===== config.mk =====
export PLATFORM = sky130hd
export DESIGN_NAME = rs_issue_queue_flat
export DESIGN_NICKNAME = d
export VERILOG_FILES = /design/src/rtl/rs_issue_queue_pkg.sv /design/src/rtl/rs_issue_queue_if.sv /design/src/rtl/rs_issue_queue_age_select.sv /design/src/rtl/rs_issue_queue.sv /design/src/flat_wrapper.sv
export SDC_FILE = /design/constraint.sdc
export NUM_CORES = 1
export LEC_CHECK = 0
export CORE_MARGIN = 8
export CORE_UTILIZATION = 45
export DETAILED_ROUTE_END_ITERATION = 7
export GPL_ROUTABILITY_DRIVEN = 0
export PLACE_DENSITY_LB_ADDON = 0.25
export SLEW_MARGIN = 20
export SYNTH_ARGS = -nofsm -noshare
export SYNTH_HDL_FRONTEND = slang
export SYNTH_SLANG_ARGS = --single-unit
export TNS_END_PERCENT = 1

===== constraint.sdc =====
create_clock -name clk -period 4.55 [get_ports clk]
set_input_delay 1.365 -clock clk [delete_from_list [all_inputs] [get_ports clk]]
set_output_delay 1.365 -clock clk [all_outputs]
set_load 0.02 [all_outputs]

===== src/rtl/rs_issue_queue_pkg.sv =====
// Shared types for the reservation-station issue queue: entry record, CDB broadcast,
// station/ROB index types and the wakeup helper used on stored and incoming entries.
package rs_issue_queue_pkg;

    localparam int unsigned RS_SIZE  = 4;
    localparam int unsigned ROB_SIZE = 16;

    typedef logic [$clog2(RS_SIZE)-1:0]  ResSize;
    typedef logic [$clog2(ROB_SIZE)-1:0] RobSize;

    typedef struct packed {
        logic [3:0] alu_op;
        logic       use_imm;
    } control_bits;

    // tag_k == 0 means value_k already holds the operand.
    typedef struct packed {
        control_bits ctrl;
        RobSize      tag;
        RobSize      tag_1;
        RobSize      tag_2;
        logic [31:0] value_1;
        logic [31:0] value_2;
    } rs_entry;

    typedef struct packed {
        RobSize      tag;
        logic [31:0] value;
    } cdb;

    typedef enum logic [0:0] {StEmpty, StHold} iss_state_e;

    // Capture any pending operand broadcast on either CDB; cdb1 takes precedence.
    function automatic rs_entry wake(rs_entry e, cdb c1, cdb c2);
        rs_entry r;
        r = e;
        if (e.tag_1 != '0) begin
            if (e.tag_1 == c1.tag) begin
                r.value_1 = c1.value;
                r.tag_1   = '0;
            end else if (e.tag_1 == c2.tag) begin
                r.value_1 = c2.value;
                r.tag_1   = '0;
            end
        end
        if (e.tag_2 != '0) begin
            if (e.tag_2 == c1.tag) begin
                r.value_2 = c1.value;
                r.tag_2   = '0;
            end else if (e.tag_2 == c2.tag) begin
                r.value_2 = c2.value;
                r.tag_2   = '0;
            end
        end
        return r;
    endfunction

endpackage


===== src/rtl/rs_issue_queue_if.sv =====
// Dispatch, CDB snoop and issue handshake bundle of the issue queue.
// slave = the queue itself, master = the surrounding pipeline.
interface rs_issue_queue_if #(
    parameter int unsigned NUM_RS = 4,
    parameter int unsigned SEL_W  = $clog2(NUM_RS)
) ();
    import rs_issue_queue_pkg::*;

    logic              disp_valid;
    logic [SEL_W-1:0]  disp_id;
    rs_entry           disp_entry;
    cdb                cdb1;
    cdb                cdb2;
    logic [NUM_RS-1:0] rs_busy;
    logic              rs_full;
    logic [SEL_W:0]    free_count;
    logic              disp_err;
    logic              issue_valid;
    rs_entry           issue_entry;
    logic [SEL_W-1:0]  issue_id;
    logic              issue_ready;

    modport slave (
        input  disp_valid, disp_id, disp_entry, cdb1, cdb2, issue_ready,
        output rs_busy, rs_full, free_count, disp_err, issue_valid, issue_entry, issue_id
    );

    modport master (
        output disp_valid, disp_id, disp_entry, cdb1, cdb2, issue_ready,
        input  rs_busy, rs_full, free_count, disp_err, issue_valid, issue_entry, issue_id
    );

endinterface


===== src/rtl/rs_issue_queue_age_select.sv =====
// Combinational oldest-ready picker over an age matrix where age[i][j] = 1 means i is older
// than j. The matrix is acyclic among live entries, so at most one candidate survives.
module rs_age_select #(
    parameter int unsigned NUM_RS = 4,
    parameter int unsigned SEL_W  = $clog2(NUM_RS)
) (
    input  logic [NUM_RS-1:0]             ready,
    input  logic [NUM_RS-1:0][NUM_RS-1:0] age,
    output logic                          sel_valid,
    output logic [SEL_W-1:0]              sel_id
);

    logic [NUM_RS-1:0] cand;

    always_comb begin
        cand = '0;
        for (int i = 0; i < NUM_RS; i++) begin
            cand[i] = ready[i];
            for (int j = 0; j < NUM_RS; j++) begin
                if (ready[j] && age[j][i]) begin
                    cand[i] = 1'b0;
                end
            end
        end
    end

    // One-hot candidate, so OR-encoding the index is exact.
    always_comb begin
        sel_id = '0;
        for (int i = 0; i < NUM_RS; i++) begin
            if (cand[i]) begin
                sel_id = sel_id | SEL_W'(i);
            end
        end
    end

    assign sel_valid = |ready;

endmodule


===== src/rtl/rs_issue_queue.sv =====
// Reservation-station array: stores dispatched entries, wakes operands from two CDBs and
// hands the oldest ready entry to execute through a one-deep EMPTY/HOLD issue register.
module rs_issue_queue
    import rs_issue_queue_pkg::*;
#(
    parameter int unsigned NUM_RS = RS_SIZE,
    parameter int unsigned SEL_W  = $clog2(NUM_RS)
) (
    input logic           clk,
    input logic           reset,
    input logic           flush,
    rs_issue_queue_if.slave bus
);

    logic                          squash;
    logic [NUM_RS-1:0]             busy_q, busy_d;
    rs_entry                       ent_q [NUM_RS];
    rs_entry                       ent_d [NUM_RS];
    logic [NUM_RS-1:0][NUM_RS-1:0] age_q, age_d;
    logic [NUM_RS-1:0]             ready;
    logic                          sel_valid;
    logic [SEL_W-1:0]              sel_id;
    logic                          disp_ok;
    logic                          load_issue;
    iss_state_e                    state_q, state_d;
    rs_entry                       issue_entry_q;
    logic [SEL_W-1:0]              issue_id_q;
    logic                          disp_err_q;
    logic [SEL_W:0]                busy_cnt;

    assign squash  = reset || flush;
    assign disp_ok = bus.disp_valid && !busy_q[bus.disp_id];

    always_comb begin
        for (int i = 0; i < NUM_RS; i++) begin
            ready[i] = busy_q[i] && (ent_q[i].tag_1 == '0) && (ent_q[i].tag_2 == '0);
        end
    end

    rs_age_select #(
        .NUM_RS (NUM_RS),
        .SEL_W  (SEL_W)
    ) u_age_select (
        .ready     (ready),
        .age       (age_q),
        .sel_valid (sel_valid),
        .sel_id    (sel_id)
    );

    always_ff @(posedge clk) begin
        if (squash) begin
            state_q <= StEmpty;
        end else begin
            state_q <= state_d;
        end
    end

    always_comb begin
        state_d = state_q;
        unique case (state_q)
            StEmpty: if (sel_valid) state_d = StHold;
            StHold:  if (bus.issue_ready && !sel_valid) state_d = StEmpty;
            default: state_d = StEmpty;
        endcase
    end

    always_comb begin
        load_issue = sel_valid && ((state_q == StEmpty) || bus.issue_ready);
    end

    // Station array next state: wakeup, free on issue, allocate on dispatch.
    always_comb begin
        busy_d = busy_q;
        age_d  = age_q;
        for (int i = 0; i < NUM_RS; i++) begin
            ent_d[i] = busy_q[i] ? wake(ent_q[i], bus.cdb1, bus.cdb2) : ent_q[i];
        end
        if (load_issue) begin
            busy_d[sel_id] = 1'b0;
        end
        if (disp_ok) begin
            busy_d[bus.disp_id] = 1'b1;
            ent_d[bus.disp_id]  = wake(bus.disp_entry, bus.cdb1, bus.cdb2);
            for (int i = 0; i < NUM_RS; i++) begin
                age_d[i][bus.disp_id] = busy_q[i];
            end
            age_d[bus.disp_id] = '0;
        end
    end

    always_ff @(posedge clk) begin
        if (squash) begin
            busy_q        <= '0;
            age_q         <= '0;
            disp_err_q    <= 1'b0;
            issue_entry_q <= '0;
            issue_id_q    <= '0;
            for (int i = 0; i < NUM_RS; i++) begin
                ent_q[i] <= '0;
            end
        end else begin
            busy_q     <= busy_d;
            age_q      <= age_d;
            ent_q      <= ent_d;
            disp_err_q <= bus.disp_valid && busy_q[bus.disp_id];
            if (load_issue) begin
                issue_entry_q <= ent_q[sel_id];
                issue_id_q    <= sel_id;
            end
        end
    end

    always_comb begin
        busy_cnt = '0;
        for (int i = 0; i < NUM_RS; i++) begin
            busy_cnt = busy_cnt + (SEL_W+1)'(busy_q[i]);
        end
    end

    assign bus.rs_busy     = busy_q;
    assign bus.rs_full     = &busy_q;
    assign bus.free_count  = (SEL_W+1)'(NUM_RS) - busy_cnt;
    assign bus.disp_err    = disp_err_q;
    assign bus.issue_valid = (state_q == StHold);
    assign bus.issue_entry = issue_entry_q;
    assign bus.issue_id    = issue_id_q;

endmodule


===== src/flat_wrapper.sv =====
// flat-port wrapper written by rule: the top's interface ports become plain ports
module rs_issue_queue_flat import rs_issue_queue_pkg::*;
#(
    parameter int unsigned NUM_RS = RS_SIZE,
    parameter int unsigned SEL_W  = $clog2(NUM_RS)
)
  (clk, reset, flush, bus_disp_valid, bus_disp_id, bus_disp_entry, bus_cdb1, bus_cdb2, bus_issue_ready, bus_rs_busy, bus_rs_full, bus_free_count, bus_disp_err, bus_issue_valid, bus_issue_entry, bus_issue_id);
  rs_issue_queue_if #(.NUM_RS(NUM_RS), .SEL_W(SEL_W)) bus_i ();
  input logic clk;
  input logic reset;
  input logic flush;
  input wire logic [$bits(bus_i.disp_valid)-1:0] bus_disp_valid;
  input wire logic [$bits(bus_i.disp_id)-1:0] bus_disp_id;
  input wire logic [$bits(bus_i.disp_entry)-1:0] bus_disp_entry;
  input wire logic [$bits(bus_i.cdb1)-1:0] bus_cdb1;
  input wire logic [$bits(bus_i.cdb2)-1:0] bus_cdb2;
  input wire logic [$bits(bus_i.issue_ready)-1:0] bus_issue_ready;
  output wire logic [$bits(bus_i.rs_busy)-1:0] bus_rs_busy;
  output wire logic [$bits(bus_i.rs_full)-1:0] bus_rs_full;
  output wire logic [$bits(bus_i.free_count)-1:0] bus_free_count;
  output wire logic [$bits(bus_i.disp_err)-1:0] bus_disp_err;
  output wire logic [$bits(bus_i.issue_valid)-1:0] bus_issue_valid;
  output wire logic [$bits(bus_i.issue_entry)-1:0] bus_issue_entry;
  output wire logic [$bits(bus_i.issue_id)-1:0] bus_issue_id;
  assign bus_i.disp_valid = bus_disp_valid;
  assign bus_i.disp_id = bus_disp_id;
  assign bus_i.disp_entry = bus_disp_entry;
  assign bus_i.cdb1 = bus_cdb1;
  assign bus_i.cdb2 = bus_cdb2;
  assign bus_i.issue_ready = bus_issue_ready;
  assign bus_rs_busy = bus_i.rs_busy;
  assign bus_rs_full = bus_i.rs_full;
  assign bus_free_count = bus_i.free_count;
  assign bus_disp_err = bus_i.disp_err;
  assign bus_issue_valid = bus_i.issue_valid;
  assign bus_issue_entry = bus_i.issue_entry;
  assign bus_issue_id = bus_i.issue_id;
  rs_issue_queue #(.NUM_RS(NUM_RS), .SEL_W(SEL_W)) u_core (.clk(clk), .reset(reset), .flush(flush), .bus(bus_i));
endmodule

# [Word-level counts from Yosys, hierarchy flattened]
# Index checks and enable logic that the tools add are counted.
[op_classes] addsub=4 n_lt_le_gt_ge=7 n_eq_ne=20 n_mux=107 bitwise_logic=8 n_reduce_logical=51
[op_table] operator="2-to-1 mux 32 bit" count=32
[op_table] operator="bitwise mux 324 bit" count=1
[op_table] operator="2-to-1 mux 324 bit" count=1
[op_table] operator="2-to-1 mux 72 bit" count=4
[op_table] operator="2-to-1 mux 81 bit" count=3
[op_table] operator="binary-select mux 81 bit (select 2 bit)" count=1
[op_table] operator="demux 81 bit (select 2 bit)" count=1
[op_table] operator="2-to-1 mux 4 bit" count=35
[op_table] operator="== test 4 bit" count=20
[op_table] operator="nonzero test 4 bit" count=10
[op_table] operator="zero test 4 bit" count=8
[op_table] operator="logical AND 1 bit" count=27
[op_table] operator="2-to-1 mux 1 bit" count=18
[op_table] operator="AND 16 bit" count=1
[op_table] operator="bitwise mux 4 bit" count=4
[op_table] operator="NOT 16 bit" count=1
[op_table] operator="demux 4 bit (select 2 bit)" count=1
[op_table] operator="adder 3 x 1 -> 3 bit" count=2
[op_table] operator=">= comparator 3 bit, second input constant" count=2
[op_table] operator="< comparator 2 x 3 -> 1 bit, second input constant" count=2
[op_table] operator="NOT 2 -> 3 bit" count=2
[op_table] operator="AND 4 bit" count=1
[op_table] operator="demux 1 bit (select 2 bit)" count=2
[op_table] operator=">= comparator 2 x 1 -> 1 bit, second input constant" count=2
[op_table] operator="13 further kinds" count=16
[word_totals] reg_bits=429 in_bits=160 out_inout_bits=93 wordCells=240

# [Depth between registers and ports, before layout]
[depth] ltp_word=20 depth_mapped=11 depth_no_buf=7

# [Cells and area by module]
# From an unflattened synthesis, not the netlist that was laid out.
[unflattened] cells_unflattened=2819 area_unflattened_um2=24011.8
[modules_own_cells] mod="rs_issue_queue" n_inst=1 cells_per_inst=2807 area_each_um2=23936.7 seq_area_each_um2=8588.2
[modules_own_cells] mod="rs_age_select" n_inst=1 cells_per_inst=12 area_each_um2=75.1 seq_area_each_um2=0.0

# [Worst setup path after synthesis]
# No wires, ideal clock.
[synth_path] path_kind="input to register" start="input bus_cdb2[34]" end="register u_core.ent_q[132] (netlist bit)" setup_ns=0.070 arrival_ns=3.543 required_ns=4.480 path_slack_ns=0.937 stages=9 n_path_buf=3 path_cell_list="clkbuf_1 -> xor2_1 -> o41ai_1 -> and2_0 -> clkbuf_1 -> buf_2 -> a2bb2oi_1 -> nand2_1 -> a21oi_1"
[synth_via] elab_chain_len=7 elab_cells_between_ends=12 cone_classes="eq/ne (2); mux (10)"
[synth_lines] item="from (decl)" line_no="flat_wrapper.sv:16" source="input wire logic [$bits(bus_i.cdb2)-1:0] bus_cdb2;"
[synth_lines] item="== test 4 bit" line_no="rs_issue_queue_pkg.sv:41" source="end else if (e.tag_1 == c2.tag) begin"
[synth_lines] item="2-to-1 mux 32 bit" line_no="rs_issue_queue_pkg.sv:41"
[synth_lines] item="2-to-1 mux 32 bit" line_no="rs_issue_queue_pkg.sv:38" source="if (e.tag_1 == c1.tag) begin"
[synth_lines] item="2-to-1 mux 32 bit" line_no="rs_issue_queue_pkg.sv:37" source="if (e.tag_1 != '0) begin"
[synth_lines] item="2-to-1 mux 72 bit or 2-to-1 mux 32 bit (tied branches)" line_no="rs_issue_queue.sv:76, rs_issue_queue.sv:81"
[synth_lines] item="bitwise mux 324 bit" line_no="rs_issue_queue.sv:83" source="ent_d[bus.disp_id] = wake(bus.disp_entry, bus.cdb1, bus.cdb2);"
[synth_lines] item="2-to-1 mux 324 bit *" line_no="rs_issue_queue.sv:81" source="if (disp_ok) begin"
[synth_lines] item="to (signal assigned)" line_no="rs_issue_queue.sv:104" source="ent_q <= ent_d;"
[synth_lines] item="to (decl)" line_no="rs_issue_queue.sv:17" source="rs_entry ent_q [NUM_RS];"
# Mark *: on every way between the ends. The rest lies on a longest branch, timed or not. The select of a mux whose other input is x is not followed.
# A chain may end at the register's enable or synchronous reset.

# [Worst setup path after layout]
[layout_path] start="register u_core.busy_q[2] (netlist: u_core.bus.rs_busy[2])" end="output bus_free_count[2]"
[layout_via] elab_chain_len=3
[layout_lines] item="from (decl)" line_no="rs_issue_queue.sv:16" source="logic [NUM_RS-1:0] busy_q, busy_d;"
[layout_lines] item="from (signal assigned)" line_no="rs_issue_queue.sv:102" source="busy_q <= busy_d;"
[layout_lines] item="adder 3 x 1 -> 3 bit (2 in series)" line_no="rs_issue_queue.sv:116" source="busy_cnt = busy_cnt + (SEL_W+1)'(busy_q[i]);"
[layout_lines] item="subtractor 3 bit" line_no="rs_issue_queue.sv:122" source="assign bus.free_count = (SEL_W+1)'(NUM_RS) - busy_cnt;"
[layout_lines] item="to (decl)" line_no="flat_wrapper.sv:20" source="output wire logic [$bits(bus_i.free_count)-1:0] bus_free_count;"
# Every way passes these cells.

==> flow_metrics.py <==
metrics = {
    "final_layout": {
        "drive_above_1_share_pct": 12.25,
        "fillCellCount": 4608,
        "nets": 2979,
        "syn_to_final_growth_pct": 19.84,
        "postLayoutCoreUtil_pct": 54.59,
        "regArea_sq_um": 8508,
        "multiInputGateArea_sq_um": 13520,
    },
    "die": {
        "die_w_um": 244.1,
        "start_util_pct": 45.55,
        "core_sq_um": 51410,
        "row_count": 83,
        "die_area_sq_um": 59590,
        "num_io_pins": 253,
        "die_h_um": 244.1,
    },
    "power": {
        "total_power_mw": 9.165,
        "power.leakage_nw": 8.597,
        "clkPwrFrac_pct": 44.0,
        "internal_power_mw": 6.577,
        "pwr-share-seq_pct": 41.5,
        "power_density_nw_per_um2": 326.6,
        "combinationalPowerShare_pct": 14.5,
        "p_sw_share_pct": 28.23,
        "p_sw_mw": 2.588,
        "ir_drop_uv": 227.5,
    },
    "routing": {
        "routed_wl_mm": 105.9,
        "drtIter0Drc": 3581,
        "postRouteAntennaNets": 0,
        "drc": 0,
        "avgRoutedWirePerCell_um": 29.92,
        "via_per_inst": 7.196,
        "vias": 25470,
        "dr.pass1.iters": 6,
    },
    "logic_synthesis": {
        "synth.avg_cell_area_sq_um": 8.414,
        "synth_largest_area_cell": "dfxtp_1",
        "yosys_warnings": 0,
        "synthDistinctLibCells": 50,
        "synth_area_leaders": "dfxtp_1, o221ai_1, o22a_1, a21oi_1, nand2_1",
        "netlist_area_sq_um": 23410,
        "ys_ff_latch": 425,
        "syn_inst": 2783,
        "netlist.area_leader.share_pct": 36.34,
        "ys_seq_area_share_pct": 36.34,
        "synth_nets": 2949,
    },
    "clock_tree": {
        "ctsRootBufferMaster": "clkbuf_16",
        "cts_tree": "done",
        "cts_setup_buffers": 0,
        "h-tree-depth": 2,
        "cts.clk_slew.worst_paths_ps": 60,
        "clock_path_buffers": 3,
        "insertion_delay_ps": 610,
        "post_cts_resized": 0,
        "ctsHoldBuffers": 0,
        "clock-sinks": 425,
        "cts_made_buffers": 49,
    },
    "global_route": {
        "grt_start_max_net_pins": 124,
        "globalRouteOverflowTotal": 0,
        "grt_pass1_vias": 25190,
        "grtUsageTotal_pct": 33.32,
        "antenna_found_initial": 10,
        "grt_pass1_wl_mm": 156.6,
    },
    "setup_path": {
        "path_class": "register to output port",
        "end_kind": "output port",
        "critPathArrivalTime_ps": 2570,
        "crit_path_start": "u_core.bus.rs_busy[2]$_SDFF_PP0_",
        "cp-start-kind": "register",
        "worstPathMaxFanout": 12,
        "crit_required_ps": 3180,
        "r2r_start": "u_core.ent_q[67]$_SDFF_PP0_",
    },
    "timing": {
        "fin_hold_ws_ps": 452.4,
        "fin_tns_setup_ps": 0,
        "relSlewSlack_pct": 20.50,
        "tightest_slew_ps": 1193,
        "rsz0062_at_grt": "no",
        "skew_ps": 21.33,
        "drv_slew": 0,
        "hold_violations": 0,
        "fmaxAchievable_mhz": 254.3,
        "period_needed_ps": 3932,
        "fin_ws_ps": 618.1,
        "setup_violations": 0,
        "period_share_pct": 86.42,
    },
    "placed_design": {
        "place_ws_ps": 399.9,
        "io_buffers": 252,
        "hpwl_mm": 60.21,
    },
    "min_path": {
        "hold_path.class": "register to register",
    },
    "run_status": {
        "status": "completed",
    },
    "flow_run": {
        "cap_violations": 0,
    },
}
## state kept, by name, indices dropped and copies added (netlist names), named ones only
register / cells
u_core.age_q: 12
u_core.bus.disp_err: 1
u_core.ent_q: 288
u_core.bus.issue_entry: 81
u_core.bus.issue_valid: 1
u_core.bus.issue_id: 2
u_core.bus.rs_busy: 4
## metrics by stage
stage / cell area, sq um / std cells
after global placement: 26440 / 3442
after detailed placement: 26440 / 3442
after floorplan: 23420 / 2783
after CTS: 28030 / 3529
final: 28060 / 3540
after global routing: 28050 / 3537
## cell usage in the layout, fill, tap and decap left out, types with 64 or more instances in the layout
| cell type | netlist | final |
|---|---|---|
| a21oi_1 | 396 | 395 |
| a22oi_1 | 89 | 89 |
| buf_4 | 0 | 66 |
| clkdlybuf4s50_1 | 0 | 252 |
| dfxtp_1 | 425 | 425 |
| mux2_2 | 146 | 146 |
| nand2_1 | 440 | 437 |
| o221ai_1 | 256 | 256 |
| o22a_1 | 256 | 256 |
| o22ai_1 | 64 | 64 |
## synth_stat cells, drive strengths merged
| cell | number |
|---|---|
| or4 | 12 |
| xnor2 | 40 |
| a41oi | 4 |
| and3 | 5 |
| a22o | 17 |
| or2 | 3 |
| or4b | 1 |
| nor2b | 3 |
| ha | 6 |
| inv | 10 |
| xor2 | 41 |
| o41ai | 2 |
| nand2b | 3 |
| a21bo | 1 |
| o31ai | 2 |
| o221ai | 256 |
| mux2i | 11 |
| a21o | 1 |
| clkbuf | 240 |
| nor2 | 46 |
| o22ai | 64 |
| mux2 | 146 |
| a2bb2oi | 62 |
| a22oi | 89 |
| a21oi | 396 |
| nand3 | 4 |
| dfxtp | 425 |
| nand4 | 13 |
| a211oi | 8 |
| o21ai | 3 |
| nor3 | 14 |
| nor4 | 16 |
| a211o | 1 |
| nand2 | 441 |
| a31o | 8 |
| clkinv | 1 |
| o31a | 1 |
| a2111oi | 1 |
| o22a | 256 |
| a31oi | 1 |
| buf | 124 |
| mux4 | 1 |
| and2 | 4 |
## cells by family after synthesis
kind of cell	synth area share (%)
muxes	7.588
and+or+nand+nor	9.902
xor gates and xnor gates	3.030
adders and majority gates	0.3206
buffers and inverters	6.380
DFF	36.34
AOI/OAI and AO/OA	36.44
## area by class of cell
type | instances | area share [%]
Inverter | 11 | 0.1471
Antenna cell | 11 | 0.09810
Sequential cell | 425 | 30.32
Multi-Input combinational cell | 1983 | 48.18
Clock inverter | 21 | 0.8294
Clock buffer | 66 | 4.856
Tap cell | 680 | 3.032
Timing Repair Buffer | 343 | 12.54
## worst paths after layout
path / endpoint / slack [ps] / cells after the start
worst max-delay path: bus_free_count[2] / 620 / 7
worst min-delay path: register / 450 / 2
worst min register to register: register / 450 / 2
worst max register to register: u_core.bus.issue_entry[6]$_SDFFE_PP0P_ / 1010 / 7
## critical path: stages, from the launching register on
cell and delay, ps:
dfxtp_1 290, buf_4 190, ha_1 290, inv_1 40, ha_1 190, ha_1 200, xor2_1 140, clkdlybuf4s50_1 620
## power by group through the flow
| stage | combinational, mW | clock, mW | sequential [mW] |
|---|---|---|---|
| 2_1_floorplan | 0.761 | 0 | 3.88 |
| 3_3_place_gp | 1.25 | 0 | 3.88 |
| 3_5_place_dp | 1.27 | 0 | 3.88 |
| 4_1_cts | 1.27 | 4.02 | 3.80 |
| 5_1_grt | 1.37 | 4.19 | 3.81 |
| 6_report | 1.33 | 4.03 | 3.80 |
## per-layer routing
metal | up-vias | share of wire, % | GRT usage, %
met3 | 480 | 14 | 9.342
met5 | - | 0.017 | 0
li1 | 10660 | - | -
met2 | 2179 | 43 | 50.34
met4 | 4 | 5.6 | 18.45
met1 | 12160 | 38 | 42.57
(Power assumes the default switching activity.)
